[src/rtl/ble_packet_sequencer.sv]
// BLE packet sequencer: walks header then payload bits, issues DMA word requests and TX/RX done IRQs.
// Optional BLE_SEQ_TIMEOUT_EN adds an idle-strobe watchdog that aborts the packet and sets err_o.
module ble_packet_sequencer #(
  parameter int CW     = 16,
  parameter int WORD_W = 32,
  parameter int TO_CYC = 1024
) (
  input  logic          clk_i,
  input  logic          rst_ni,
  input  logic          enable_i,
  input  logic          mode_i,
  input  logic          dma_mode_i,
  input  logic          tx_irq_en_i,
  input  logic          rx_irq_en_i,
  input  logic          tx_irq_clear_i,
  input  logic          rx_irq_clear_i,
  input  logic [CW-1:0] header_size_i,
  input  logic [CW-1:0] payload_size_i,
  input  logic          bit_strobe_i,
  output logic          dp_en_o,
  output logic          dp_mode_o,
  output logic          dp_phase_o,
  output logic [CW-1:0] bit_cnt_o,
  output logic          dma_req_o,
  output logic          busy_o,
  output logic          tx_irq_o,
  output logic          rx_irq_o,
  output logic          chain_clr_tx_irq_o,
  output logic          chain_clr_rx_irq_o,
  output logic          err_o
);

  localparam int WW = (WORD_W > 1) ? $clog2(WORD_W) : 1;

  typedef enum logic [1:0] {S_IDLE, S_HEADER, S_PAYLOAD, S_DONE} state_e;

  state_e        state_q, state_d;
  logic          en_q;
  logic          mode_q, mode_d, dma_q, dma_d;
  logic [CW-1:0] hdr_q, hdr_d, pay_q, pay_d;
  logic [CW-1:0] bit_cnt_q, bit_cnt_d;
  logic [WW-1:0] wcnt_q, wcnt_d;
  logic          dma_req_q, dma_req_d;
  logic          tx_pend_q, tx_pend_d, rx_pend_q, rx_pend_d;
  logic          tx_irq_q, rx_irq_q, clr_tx_q, clr_rx_q;
  logic          start, active, timeout;
  logic          hdr_last, pay_last, word_end, tx_set, rx_set;

  // Start only on a fresh rising edge so a level held high after DONE cannot re-launch.
  assign start    = enable_i && !en_q && (state_q == S_IDLE);
  assign active   = (state_q == S_HEADER) || (state_q == S_PAYLOAD);
  assign hdr_last = (bit_cnt_q == hdr_q - CW'(1));
  assign pay_last = (bit_cnt_q == pay_q - CW'(1));
  assign word_end = (wcnt_q == WW'(WORD_W - 1));
  assign tx_set   = (state_q == S_DONE) && !mode_q;
  assign rx_set   = (state_q == S_DONE) && mode_q;

  always_comb begin
    state_d   = state_q;
    mode_d    = mode_q;
    dma_d     = dma_q;
    hdr_d     = hdr_q;
    pay_d     = pay_q;
    bit_cnt_d = bit_cnt_q;
    wcnt_d    = wcnt_q;
    dma_req_d = 1'b0;
    unique case (state_q)
      S_IDLE: begin
        if (start) begin
          mode_d    = mode_i;
          dma_d     = dma_mode_i;
          hdr_d     = header_size_i;
          pay_d     = payload_size_i;
          bit_cnt_d = '0;
          wcnt_d    = '0;
          if (header_size_i != '0)       state_d = S_HEADER;
          else if (payload_size_i != '0) state_d = S_PAYLOAD;
          else                           state_d = S_DONE;
        end
      end
      S_HEADER: begin
        if (!enable_i) begin
          state_d   = S_IDLE;
          bit_cnt_d = '0;
        end else if (bit_strobe_i) begin
          if (hdr_last) begin
            bit_cnt_d = '0;
            if (pay_q != '0) state_d = S_PAYLOAD;
            else             state_d = S_DONE;
          end else begin
            bit_cnt_d = bit_cnt_q + CW'(1);
          end
        end
      end
      S_PAYLOAD: begin
        if (!enable_i) begin
          state_d   = S_IDLE;
          bit_cnt_d = '0;
        end else if (bit_strobe_i) begin
          wcnt_d    = word_end ? '0 : wcnt_q + WW'(1);
          // A partial trailing word still needs one fetch.
          dma_req_d = dma_q && (word_end || pay_last);
          if (pay_last) begin
            bit_cnt_d = '0;
            state_d   = S_DONE;
          end else begin
            bit_cnt_d = bit_cnt_q + CW'(1);
          end
        end
      end
      S_DONE:  state_d = S_IDLE;
      default: state_d = S_IDLE;
    endcase
    if (timeout) begin
      state_d   = S_IDLE;
      bit_cnt_d = '0;
    end
  end

  // Setting a pending flag outranks a clear arriving in the same cycle.
  assign tx_pend_d = tx_set || (tx_pend_q && !tx_irq_clear_i);
  assign rx_pend_d = rx_set || (rx_pend_q && !rx_irq_clear_i);

  always_ff @(posedge clk_i or negedge rst_ni) begin
    if (!rst_ni) begin
      state_q   <= S_IDLE;
      en_q      <= 1'b0;
      mode_q    <= 1'b0;
      dma_q     <= 1'b0;
      hdr_q     <= '0;
      pay_q     <= '0;
      bit_cnt_q <= '0;
      wcnt_q    <= '0;
      dma_req_q <= 1'b0;
      tx_pend_q <= 1'b0;
      rx_pend_q <= 1'b0;
      tx_irq_q  <= 1'b0;
      rx_irq_q  <= 1'b0;
      clr_tx_q  <= 1'b0;
      clr_rx_q  <= 1'b0;
    end else begin
      state_q   <= state_d;
      en_q      <= enable_i;
      mode_q    <= mode_d;
      dma_q     <= dma_d;
      hdr_q     <= hdr_d;
      pay_q     <= pay_d;
      bit_cnt_q <= bit_cnt_d;
      wcnt_q    <= wcnt_d;
      dma_req_q <= dma_req_d;
      tx_pend_q <= tx_pend_d;
      rx_pend_q <= rx_pend_d;
      tx_irq_q  <= tx_pend_d && tx_irq_en_i;
      rx_irq_q  <= rx_pend_d && rx_irq_en_i;
      clr_tx_q  <= tx_irq_clear_i && !tx_set;
      clr_rx_q  <= rx_irq_clear_i && !rx_set;
    end
  end

`ifdef BLE_SEQ_TIMEOUT_EN
  localparam int TW = $clog2(TO_CYC + 1);

  logic [TW-1:0] wd_q, wd_d;
  logic          err_q, err_d;

  assign timeout = active && !bit_strobe_i && (wd_q == TW'(TO_CYC - 1));

  always_comb begin
    wd_d  = '0;
    err_d = err_q;
    if (active && !bit_strobe_i && !timeout) wd_d = wd_q + TW'(1);
    if (start)   err_d = 1'b0;
    if (timeout) err_d = 1'b1;
  end

  always_ff @(posedge clk_i or negedge rst_ni) begin
    if (!rst_ni) begin
      wd_q  <= '0;
      err_q <= 1'b0;
    end else begin
      wd_q  <= wd_d;
      err_q <= err_d;
    end
  end

  assign err_o = err_q;
`else
  assign timeout = 1'b0;
  assign err_o   = 1'b0;
`endif

  assign dp_en_o            = active;
  assign dp_mode_o          = mode_q;
  assign dp_phase_o         = (state_q == S_PAYLOAD);
  assign bit_cnt_o          = bit_cnt_q;
  assign dma_req_o          = dma_req_q;
  assign busy_o             = (state_q != S_IDLE);
  assign tx_irq_o           = tx_irq_q;
  assign rx_irq_o           = rx_irq_q;
  assign chain_clr_tx_irq_o = clr_tx_q;
  assign chain_clr_rx_irq_o = clr_rx_q;

endmodule

[config.mk]
export PLATFORM = sky130hd
export DESIGN_NAME = ble_packet_sequencer
export DESIGN_NICKNAME = d
export VERILOG_FILES = /design/src/rtl/ble_packet_sequencer.sv
export SDC_FILE = /design/constraint.sdc
export NUM_CORES = 1
export LEC_CHECK = 0
export ABC_CLOCK_PERIOD_IN_PS = 7600
export CORE_MARGIN = 5
export CORE_UTILIZATION = 35
export DETAILED_ROUTE_END_ITERATION = 8
export GPL_TIMING_DRIVEN = 0
export PLACE_DENSITY = 0.58
export REMOVE_ABC_BUFFERS = 1
export SETUP_SLACK_MARGIN = 0.1
export SYNTH_ARGS = -nofsm -noshare
export SYNTH_HDL_FRONTEND = slang
export SYNTH_SLANG_ARGS = --single-unit
[constraint.sdc]
create_clock -name clk_i -period 7.6 [get_ports clk_i]
set_clock_uncertainty 0.05 [all_clocks]
set_input_delay 1.52 -clock clk_i [delete_from_list [all_inputs] [get_ports clk_i]]
set_output_delay 1.52 -clock clk_i [all_outputs]
set_load 0.02 [all_outputs]
==> results.json <==
{
  "fmax_mhz": 277,
  "drc_errors": 0,
  "critPathKind": "input port to flip-flop",
  "worstPathArrival_ns": 3.83,
  "worstSetupStartpoint": "enable_i",
  "rows": 41,
  "diodes": 0,
  "drive_gt1_share_pct": 15.6,
  "drt_iter0_markers": 165,
  "start_util_pct": 35.4,
  "cts-root-buf": "clkbuf_16",
  "hpwl_um": 8320,
  "hp-class": "flip-flop to flip-flop",
  "cp_max_fo": 31,
  "io-pin-count": 68,
  "htree_num_levels": 3,
  "hp-start": "wcnt_q[4]",
  "postCtsSetupRepairBufs": 0,
  "multi_input_area_sq_mm": 0.00251,
  "chipHeight_um": 122,
  "holdBufCountCts": 0,
  "slowest_delay_ns": 0.65,
  "setup_violations": 0,
  "num_vias": 3668,
  "clock_latency_ns": 0.34,
  "grt-ovfl-total": 0,
  "cp_slowest_cell": "clkdlybuf4s50_1",
  "grt_max_degree": 66,
  "clk_pin_slew_ns": 0.06,
  "yosysSeqAreaShare_pct": 36.9,
  "maxCapViolations": 0,
  "core_area_sq_mm": 0.0125,
  "cts.repair.resized": 0,
  "grt_pass1_vias": 3530,
  "yosysWarningCount": 0,
  "critPathRequiredTime_ns": 7.82,
  "n_fill_cell": 1203,
  "netlist_instances": 455,
  "fin_crit_sh_pct": 47.5,
  "async_flop_share_pct": 100,
  "cts.sinks": 65,
  "rsz0062_at_grt": "false",
  "grt_pass1_wl_um": 18100,
  "grt_util_met1_pct": 21.2,
  "netlist-cell-type-count": 70,
  "worst_slew_pin_slew_ns": 0.894,
  "seqCellArea_sq_mm": 0.00163,
  "finalWorstSetupSlack_ns": 3.99,
  "ir_worst_vdd_mv": 0.166,
  "avgRoutedWirePerCell_um": 16.6,
  "antenna_violating_nets_post_route": 0,
  "gp_congestion": 0.869,
  "wirelength_um": 11300,
  "fin_tns_setup_ns": 0,
  "firstDrtPassIters": 4,
  "period_minus_slack_ns": 3.61,
  "maxSlewViolCount": 0,
  "vias_per_cell": 5.40,
  "area_growth_syn_to_layout_pct": 22.3,
  "fin_nets": 553,
  "synth_edf_count": 0,
  "synth-seq-cells": 65,
  "rr_startpoint": "pay_q[0]",
  "powerDensity_mw_per_mm2": 323,
  "syn-mean-instance-area_sq_um": 9.69,
  "slew-limit-headroom_pct": 40.3,
  "synth_ff_type": "dfrtp_1",
  "numPortBuffers": 66,
  "cts_tree": "yes",
  "power.total_mw": 1.74,
  "cellLeakagePower_nw": 2.08,
  "start_kind": "input port",
  "outcome": "complete, no violations",
  "grt_busiest_layer": "met2",
  "die_area_sq_mm": 0.0149,
  "pre_cts_ws_ns": 3.70,
  "hold_viol": 0,
  "antenna_found_initial": 0,
  "final_cell_mix": "65 x dfrtp_1, 65 x clkdlybuf4s50_1, 42 x nand2_1",
  "clock_path_buffers": 2,
  "crit_chain": "clkdlybuf4s50_1 > nor2b_1 > o22ai_1 > or2_2 > or3_1 > a22oi_1 > a21o_1",
  "crit_path_end_kind": "flip-flop",
  "syn-cell-area_sq_mm": 0.00441,
  "grtUsageTotal_pct": 15.5,
  "grt_use_met2_pct": 24.4,
  "grt_util_met3_pct": 2.40,
  "die_w_um": 122,
  "r2r_slack_ns": 4.01,
  "numCtsBuffers": 9
}
cells in the mapped netlist, types with 3 or more instances:
library cell / n / share of area, %
ha_1: 9 / 2.6
buf_4: 3 / 0.51
nand3_1: 9 / 1.0
xor2_1: 20 / 4.0
nor3_1: 14 / 1.6
inv_1: 19 / 1.6
xnor2_1: 20 / 4.0
nor2_1: 18 / 1.5
nand2b_1: 5 / 0.71
a211oi_1: 4 / 0.68
or3_1: 8 / 1.1
mux2_2: 36 / 9.2
a22oi_1: 7 / 1.2
nor3_2: 3 / 0.68
a21oi_2: 4 / 0.79
clkbuf_1: 15 / 1.3
buf_2: 4 / 0.45
and2_1: 8 / 1.1
nand4_1: 10 / 1.4
a2111oi_0: 4 / 0.79
a21o_1: 4 / 0.68
a21oi_1: 8 / 0.91
dfrtp_1: 65 / 37
nor2b_1: 3 / 0.43
a221o_1: 6 / 1.4
nand3b_1: 3 / 0.51
nand2_1: 43 / 3.7
nor4_1: 14 / 2.0
o21ai_0: 13 / 1.5
mux2i_1: 4 / 0.91
nand4b_1: 3 / 0.60
or2_2: 5 / 0.71
o31ai_1: 7 / 1.2
and3_1: 5 / 0.71
clkbuf_8: 5 / 1.6
power breakdown:
group | internal (mW) | switching (mW)
Clock | 0.285 | 0.154
Combinational | 0.321 | 0.348
Sequential | 0.454 | 0.178
flip-flops by register name, indices dropped and copies added (netlist names):
register and cells:
hdr_q 16, chain_clr_rx_irq_o 1, state_q 2, rx_pend_q 1
dma_req_o 1, pay_q 16, en_q 1, rx_irq_o 1
tx_irq_o 1, tx_pend_q 1, chain_clr_tx_irq_o 1, bit_cnt_o 16
dma_q 1, wcnt_q 5, dp_mode_o 1
critical path: cells and delay by family:
family                 cells  cell delay [ns]
AOI/OAI and AO/OA          3             0.44
and+or+nand+nor            3             1.21
buffers and inverters      1             0.65
routing by layer:
metal	part of all wire (%)	wire length, um	up-vias
met5	0	0	-
met4	2.3	264	0
met3	4.5	513	20
met2	48	5370	86
met1	46	5150	1808
li1	-	-	1754
through the flow:
step,utilization (%),std cells,instance area (sq um),hold slack [ns]
after detailed placement,40.8,663,5080,0.428
after CTS,43.3,679,5390,0.444
final,43.3,679,5390,0.444
after global routing,43.3,679,5390,0.465
after floorplan,-,425,4210,0.406
after global placement,40.8,663,5080,0.422
layout make-up:
| class | count | area share [%] |
|---|---|---|
| Tap cell | 172 | 3.99 |
| Clock buffer | 10 | 4.25 |
| Multi-Input combinational cell | 341 | 46.5 |
| Inverter | 19 | 1.32 |
| Timing Repair Buffer | 66 | 12.2 |
| Sequential cell | 65 | 30.2 |
| Clock inverter | 6 | 1.53 |
worst paths after layout:
check	end	depth (start not counted)
max in group asynchronous	pay_q[2]	1
setup / recovery	bit_cnt_o[10]	7
hold reg to reg	wcnt_q[4]	2
min in group asynchronous	hdr_q[12]	1
hold / removal	wcnt_q[4]	2
setup reg to reg	bit_cnt_o[4]	10
cells by family (layout without fill, tap and decap cells):
| kind of cell | Yosys count | count (layout) | synth area share, % |
|---|---|---|---|
| flops | 65 | 65 | 36.9 |
| compound gates | 79 | 79 | 13.4 |
| mux | 41 | 41 | 10.4 |
| buf+inv | 49 | 101 | 6.27 |
| xor+xnor | 40 | 40 | 7.94 |
| simple gates | 171 | 171 | 22.5 |
| fa+ha+maj | 9 | 9 | 2.55 |
| other cells | 1 | 1 | 0.0850 |
(Power assumes the default switching activity.)
==> edit 1: new RTL, same flow settings <==
The option `BLE_SEQ_TIMEOUT_EN` is turned on by a define.
--- a/src/rtl/ble_packet_sequencer.sv
+++ b/src/rtl/ble_packet_sequencer.sv
@@ -1,5 +1,7 @@
 // BLE packet sequencer: walks header then payload bits, issues DMA word requests and TX/RX done IRQs.
 // Optional BLE_SEQ_TIMEOUT_EN adds an idle-strobe watchdog that aborts the packet and sets err_o.
+`define BLE_SEQ_TIMEOUT_EN
+
 module ble_packet_sequencer #(
   parameter int CW     = 16,
   parameter int WORD_W = 32,
Formal check against the unedited RTL: same outputs for any inputs over 4 cycles, from zero or initial values and one cycle with rst_ni low; that may be too few to reach the edited logic, so the function may still have changed.
==> edit 1 against the original RTL <==
  * Design area up 10%
  * Highest routed layer unchanged
  * Clock power decreased by 2%
  * Area after synthesis up 9.9%
  * Sequential cell count grew 12
  * Global-route usage grew 0.32 points
  * Wire length increased by 9.1%
  * Setup slack worse by 1.1 ns
  * Critical path type unchanged
  * Power up 3.9%
==> edit 1: results (changes against the original RTL) <==
INFO  routing        routedLengthMet1=5.66mm [+9.9%]
INFO  place          dp_slack=2.66ns [-1.04 ns]
INFO  setup_path     critPathSlowestCell=sky130_fd_sc_hd__a31oi_1
INFO  routing        post_drt_wl_per_cell=16.2µm [-2.8%]
INFO  logic_synthesis multiplexer_share_of_the_synthesized_area=8.72% [-1.6 points]
INFO  pwr            power.share.sequential=38.7% [+2.4 points]
INFO  global_route   track_usage=15.8% [+0.32 points]
INFO  layout         final_net_count=631 [+14%]
INFO  routing        drt-vias-per-instance=5.33 [-1.3%]
INFO  logic_synthesis ys_top_cells_by_area=sky130_fd_sc_hd__dfrtp_1, sky130_fd_sc_hd__mux2_2, sky130_fd_sc_hd__nand2_1
INFO  global_route   grt_max_degree=55 [-17%]
INFO  routing        met3_length=449µm [-12%]
INFO  routing        wl_met2=6.00mm [+12%]
INFO  logic_synthesis synth.distinct_cells=65 [-7.1%]
INFO  pwr            p_leak=2.42nW [+16%]
INFO  setup_path     crit_arrival=4.87ns [+1.04 ns]
INFO  place          port_buffers=67 [+1.5%]
INFO  global_route   groute.layer.met3.usage=3.08% [+0.69 points]
INFO  global_route   globalRouteMet1Util=20.4% [-0.78 points]
INFO  pwr            clock_power_share=23.9% [-1.4 points]
INFO  setup_path     top_family_by_delay_on_critical_path=compound AO/OA/AOI/OAI gates
INFO  routing        drt-initial-drc-count=245 [+48%]
INFO  setup_path     slowest_delay=1.00ns [+0.35 ns]
INFO  global_route   met2_usage=26.4% [+2.0 points]
INFO  global_route   grt_pass1_wl=20.8mm [+15%]
INFO  pwr            cell_internal_pwr=0.00111W [+4.7%]
INFO  outcome        run_status=completed
INFO  pwr            power.switching_fraction=38.7% [-0.42 points]
INFO  logic_synthesis post_synth_fa_ha_maj_area_fraction=3.10% [+0.54 points]
INFO  sta            worstMarginPinSlew=1.35ns [+0.460 ns]
INFO  logic_synthesis compound_gate_portion_of_the_synthesized_area=11.5% [-1.9 points]
INFO  logic_synthesis post_synth_xor_area_fraction=8.31% [+0.37 points]
-- edit 1: worst register-to-register path, stage by stage (launching register included) --
cell and delay (ns):
sky130_fd_sc_hd__dfrtp_1 0.42, sky130_fd_sc_hd__inv_1 0.10, sky130_fd_sc_hd__ha_1 0.33, sky130_fd_sc_hd__nor2b_1 0.18, sky130_fd_sc_hd__nand4bb_1 0.28, sky130_fd_sc_hd__nor4bb_1 0.54
sky130_fd_sc_hd__nand3_1 0.16, sky130_fd_sc_hd__a31oi_1 1.00, sky130_fd_sc_hd__nor2_2 0.27, sky130_fd_sc_hd__o211ai_1 0.29
-- edit 1: path summary, 6_finish.rpt --
path                       startpoint      endpoint  slack, ns  cells after the start
setup / recovery             enable_i  bit_cnt_o[8]       2.92                      8
min in group asynchronous      rst_ni       wd_q[0]       1.03                      1
hold / removal                  err_o         err_o       0.44                      2
setup reg to reg           state_q[0]  bit_cnt_o[8]       3.89                      9
max in group asynchronous      rst_ni      hdr_q[5]       5.89                      2
hold reg to reg                 err_o         err_o       0.44                      2
-- edit 1: cell type report --
type / instances / area (µm²)
Clock buffer: 11 / 233
Clock inverter: 5 / 60.1
Fill cell: 1355 / 7790
Inverter: 17 / 63.8
Multi-Input combinational cell: 404 / 2730
Sequential cell: 77 / 1930
Tap cell: 180 / 225
Timing Repair Buffer: 68 / 696
-- edit 1: stage by stage --
| stage | std cells | utilization [%] | cell area [µm²] |
|---|---|---|---|
| 6_report | 762 | 43.2 | 5930 |
| 5_1_grt | 762 | 43.2 | 5930 |
| 4_1_cts | 762 | 43.2 | 5930 |
| 3_5_place_dp | 746 | 41.1 | 5640 |
| 3_3_place_gp | 745 | 40.9 | 5610 |
| 2_1_floorplan | 498 | - | 4710 |
==> edit 2: new RTL, same flow settings <==
Made on the original files. Encoding of `state_e`: now one-hot (4 bits for 4 states).
--- a/src/rtl/ble_packet_sequencer.sv
+++ b/src/rtl/ble_packet_sequencer.sv
@@ -32,7 +32,7 @@
 
   localparam int WW = (WORD_W > 1) ? $clog2(WORD_W) : 1;
 
-  typedef enum logic [1:0] {S_IDLE, S_HEADER, S_PAYLOAD, S_DONE} state_e;
+  typedef enum logic [3:0] {S_IDLE = 4'b0001, S_HEADER = 4'b0010, S_PAYLOAD = 4'b0100, S_DONE = 4'b1000} state_e;
 
   state_e        state_q, state_d;
   logic          en_q;
Behaviour: same outputs for any inputs over 4 cycles, from zero or initial values and one cycle with rst_ni low; so few cycles prove little.
==> edit 2 against the original RTL <==
  * Power down 7.2%
  * Cell count is 0.15% lower
  * Design area fell by 0.49%
  * Non-clock buffer count unchanged
  * Area after synthesis down 2.0%
  * Sequential cell count increased by 2
  * Setup slack worse by 0.12 ns
  * Maximum frequency shrank 3.1%
  * First-iteration DRC count rose by 67%
  * Wire length shrank 7.4%
  * Die area fell by 1.8%
  * Sequential share of layout area rose by 1.1 points
  * Critical path type is now flip-flop to output pin
  * Critical endpoint is now busy_o
  * Largest power group is now sequential cells
==> edit 2: results (changes against the original RTL) <==
INFO  outcome        run_status=completed
INFO  place          port_buffers=66 [unchanged]
INFO  logic_synthesis post_synth_fa_ha_maj_area_fraction=1.45% [-1.1 points]
INFO  global_route   first_global_vias=3415 [-3.3%]
INFO  setup_path     crit_arrival=2.16ns [-1.67 ns]
INFO  clock_network  clock-root-buffer=sky130_fd_sc_hd__clkbuf_16
INFO  logic_synthesis ys_top_cells_by_area=sky130_fd_sc_hd__dfrtp_1, sky130_fd_sc_hd__mux2_2, sky130_fd_sc_hd__xnor2_1
INFO  routing        post_drt_wl_per_cell=15.4µm [-7.3%]
INFO  logic_synthesis synth.avg_cell_area=9.50µm² [-2.0%]
INFO  logic_synthesis multiplexer_share_of_the_synthesized_area=11.5% [+1.1 points]
INFO  logic_synthesis primary_flip_flop_cell_chosen_by_synthesis_mapping=sky130_fd_sc_hd__dfrtp_1
INFO  worst_hold_path hold_class=flip-flop to flip-flop
INFO  layout         antenna-diode-count=0 [unchanged]
INFO  pwr            vdd.ir_drop.worst=0.0000989V [-40%]
INFO  setup_path     critPathMaxFanout=7 [-77%]
INFO  clock_network  clk_path_buf_depth=2 [unchanged]
INFO  routing        num_vias=3546 [-3.3%]
INFO  logic_synthesis post_synth_xor_area_fraction=7.09% [-0.85 points]
INFO  pwr            p_leak=2.07nW [-0.71%]
INFO  layout         final.fill_count=1156 [-3.9%]
INFO  place          dp_wirelength=7.59mm [-8.7%]
INFO  logic_synthesis synth.distinct_cells=65 [-7.1%]
INFO  clock_network  clk_pin_slew=0.06ns [about the same]
INFO  layout         final_layout_size_suffix_gt1_share=13.5% [-2.1 points]
INFO  place          place.detailed.instances=662 [-0.15%]
INFO  logic_synthesis synth-seq-area-share=38.8% [+1.9 points]
INFO  logic_synthesis synth.cells.most_frequent=sky130_fd_sc_hd__dfrtp_1, sky130_fd_sc_hd__nand2_1, sky130_fd_sc_hd__mux2_2
INFO  sta            worstMarginPinSlew=1.03ns [+0.139 ns]
INFO  routing        drt-pass1-iter-count=4 [unchanged]
INFO  clock_network  post-cts-setup-buffer-count=0 [unchanged]
INFO  clock_network  clock_buffers_created_by_tritoncts=9 [unchanged]
INFO  routing        finalWirelength=10.5mm [-7.4%]
INFO  global_route   grt_max_degree=68 [+3.0%]
INFO  clock_network  level_count_of_the_clock_h_tree=3 [unchanged]
INFO  clock_network  insertion_delay=0.33ns
INFO  logic_synthesis synth_warnings=0 [unchanged]
INFO  clock_network  cts.repair.resized=0 [unchanged]
INFO  global_route   grt_pass1_wl=17.4mm [-4.1%]
INFO  global_route   track_usage=14.9% [-0.60 points]
INFO  place          gp_routability_congestion=0.811 [-6.7%]
INFO  routing        drt-initial-drc-count=275 [+67%]
INFO  logic_synthesis ys_async_sr_fraction=100% [unchanged]
INFO  layout         final_net_count=552 [-0.18%]
INFO  place          dp_slack=3.49ns [-0.207 ns]
INFO  global_route   number_of_antenna_violations_at_the_first_check_in_global_routing=0 [unchanged]
INFO  logic_synthesis compound_gate_portion_of_the_synthesized_area=11.4% [-2.0 points]
[edit 2: cell type report]
type	instances	area, µm²	area share [%]
Tap cell	168	210	3.92
Sequential cell	67	1680	31.3
Timing Repair Buffer	66	658	12.3
Clock buffer	13	270	5.04
Inverter	17	63.8	1.19
Multi-Input combinational cell	344	2460	45.9
Clock inverter	3	21.3	0.396
[edit 2: path summary, 6_finish.rpt]
path / from / slack (ns) / end / cells after the start
max in group asynchronous: rst_ni / 5.67 / bit_cnt_o[2] / 1
min reg2reg: wcnt_q[3] / 0.43 / wcnt_q[3] / 1
max: state_q[0] / 3.87 / busy_o / 2
min in group asynchronous: rst_ni / 1.26 / wcnt_q[2] / 1
min: wcnt_q[3] / 0.43 / wcnt_q[3] / 1
max reg2reg: hdr_q[0] / 3.93 / state_q[2] / 10
[edit 2: cells by family (layout without fill, tap and decap cells)]
logic type | Yosys count | in the layout
XOR/XNOR | 35 | 35
AO/OA/AOI/OAI | 68 | 68
flip-flops | 67 | 67
adder cells (fa/ha/maj) | 5 | 5
other | 1 | 1
AND/OR/NAND/NOR | 190 | 190
multiplexers | 45 | 45
buffers and inverters | 44 | 99
[edit 2: critical path, stage by stage, from the launching register on]
cell                              delay (ns)
sky130_fd_sc_hd__dfstp_2                0.54
sky130_fd_sc_hd__or4b_2                 0.69
sky130_fd_sc_hd__clkdlybuf4s50_1        0.59
[edit 2: layer usage]
layer / routed length, µm / vias to the layer above / part of all wire [%] / global-route usage, %
met3: 469 / 15 / 4.5 / 2.66
met2: 4750 / 76 / 45 / 22.9
li1: - / 1751 / - / -
met4: 213 / 0 / 2.0 / 6.58
met5: 0 / - / 0 / 0
met1: 5030 / 1704 / 48 / 20.4
[edit 2: through the flow]
stage	instance area (µm²)	util [%]	hold slack [ns]
floorplan	4200	-	0.388
global placement	5070	42.0	0.410
detailed placement	5070	42.0	0.422
CTS	5360	44.4	0.429
global route	5370	44.5	0.444
finish	5370	44.5	0.435
[edit 2: where the power goes]
part           switching [W]  total, W  internal (W)  leakage (nW)
registers           0.000159  0.000616      0.000457         0.852
clock network       0.000157  0.000404      0.000248         0.142
logic               0.000283  0.000595      0.000312          1.07
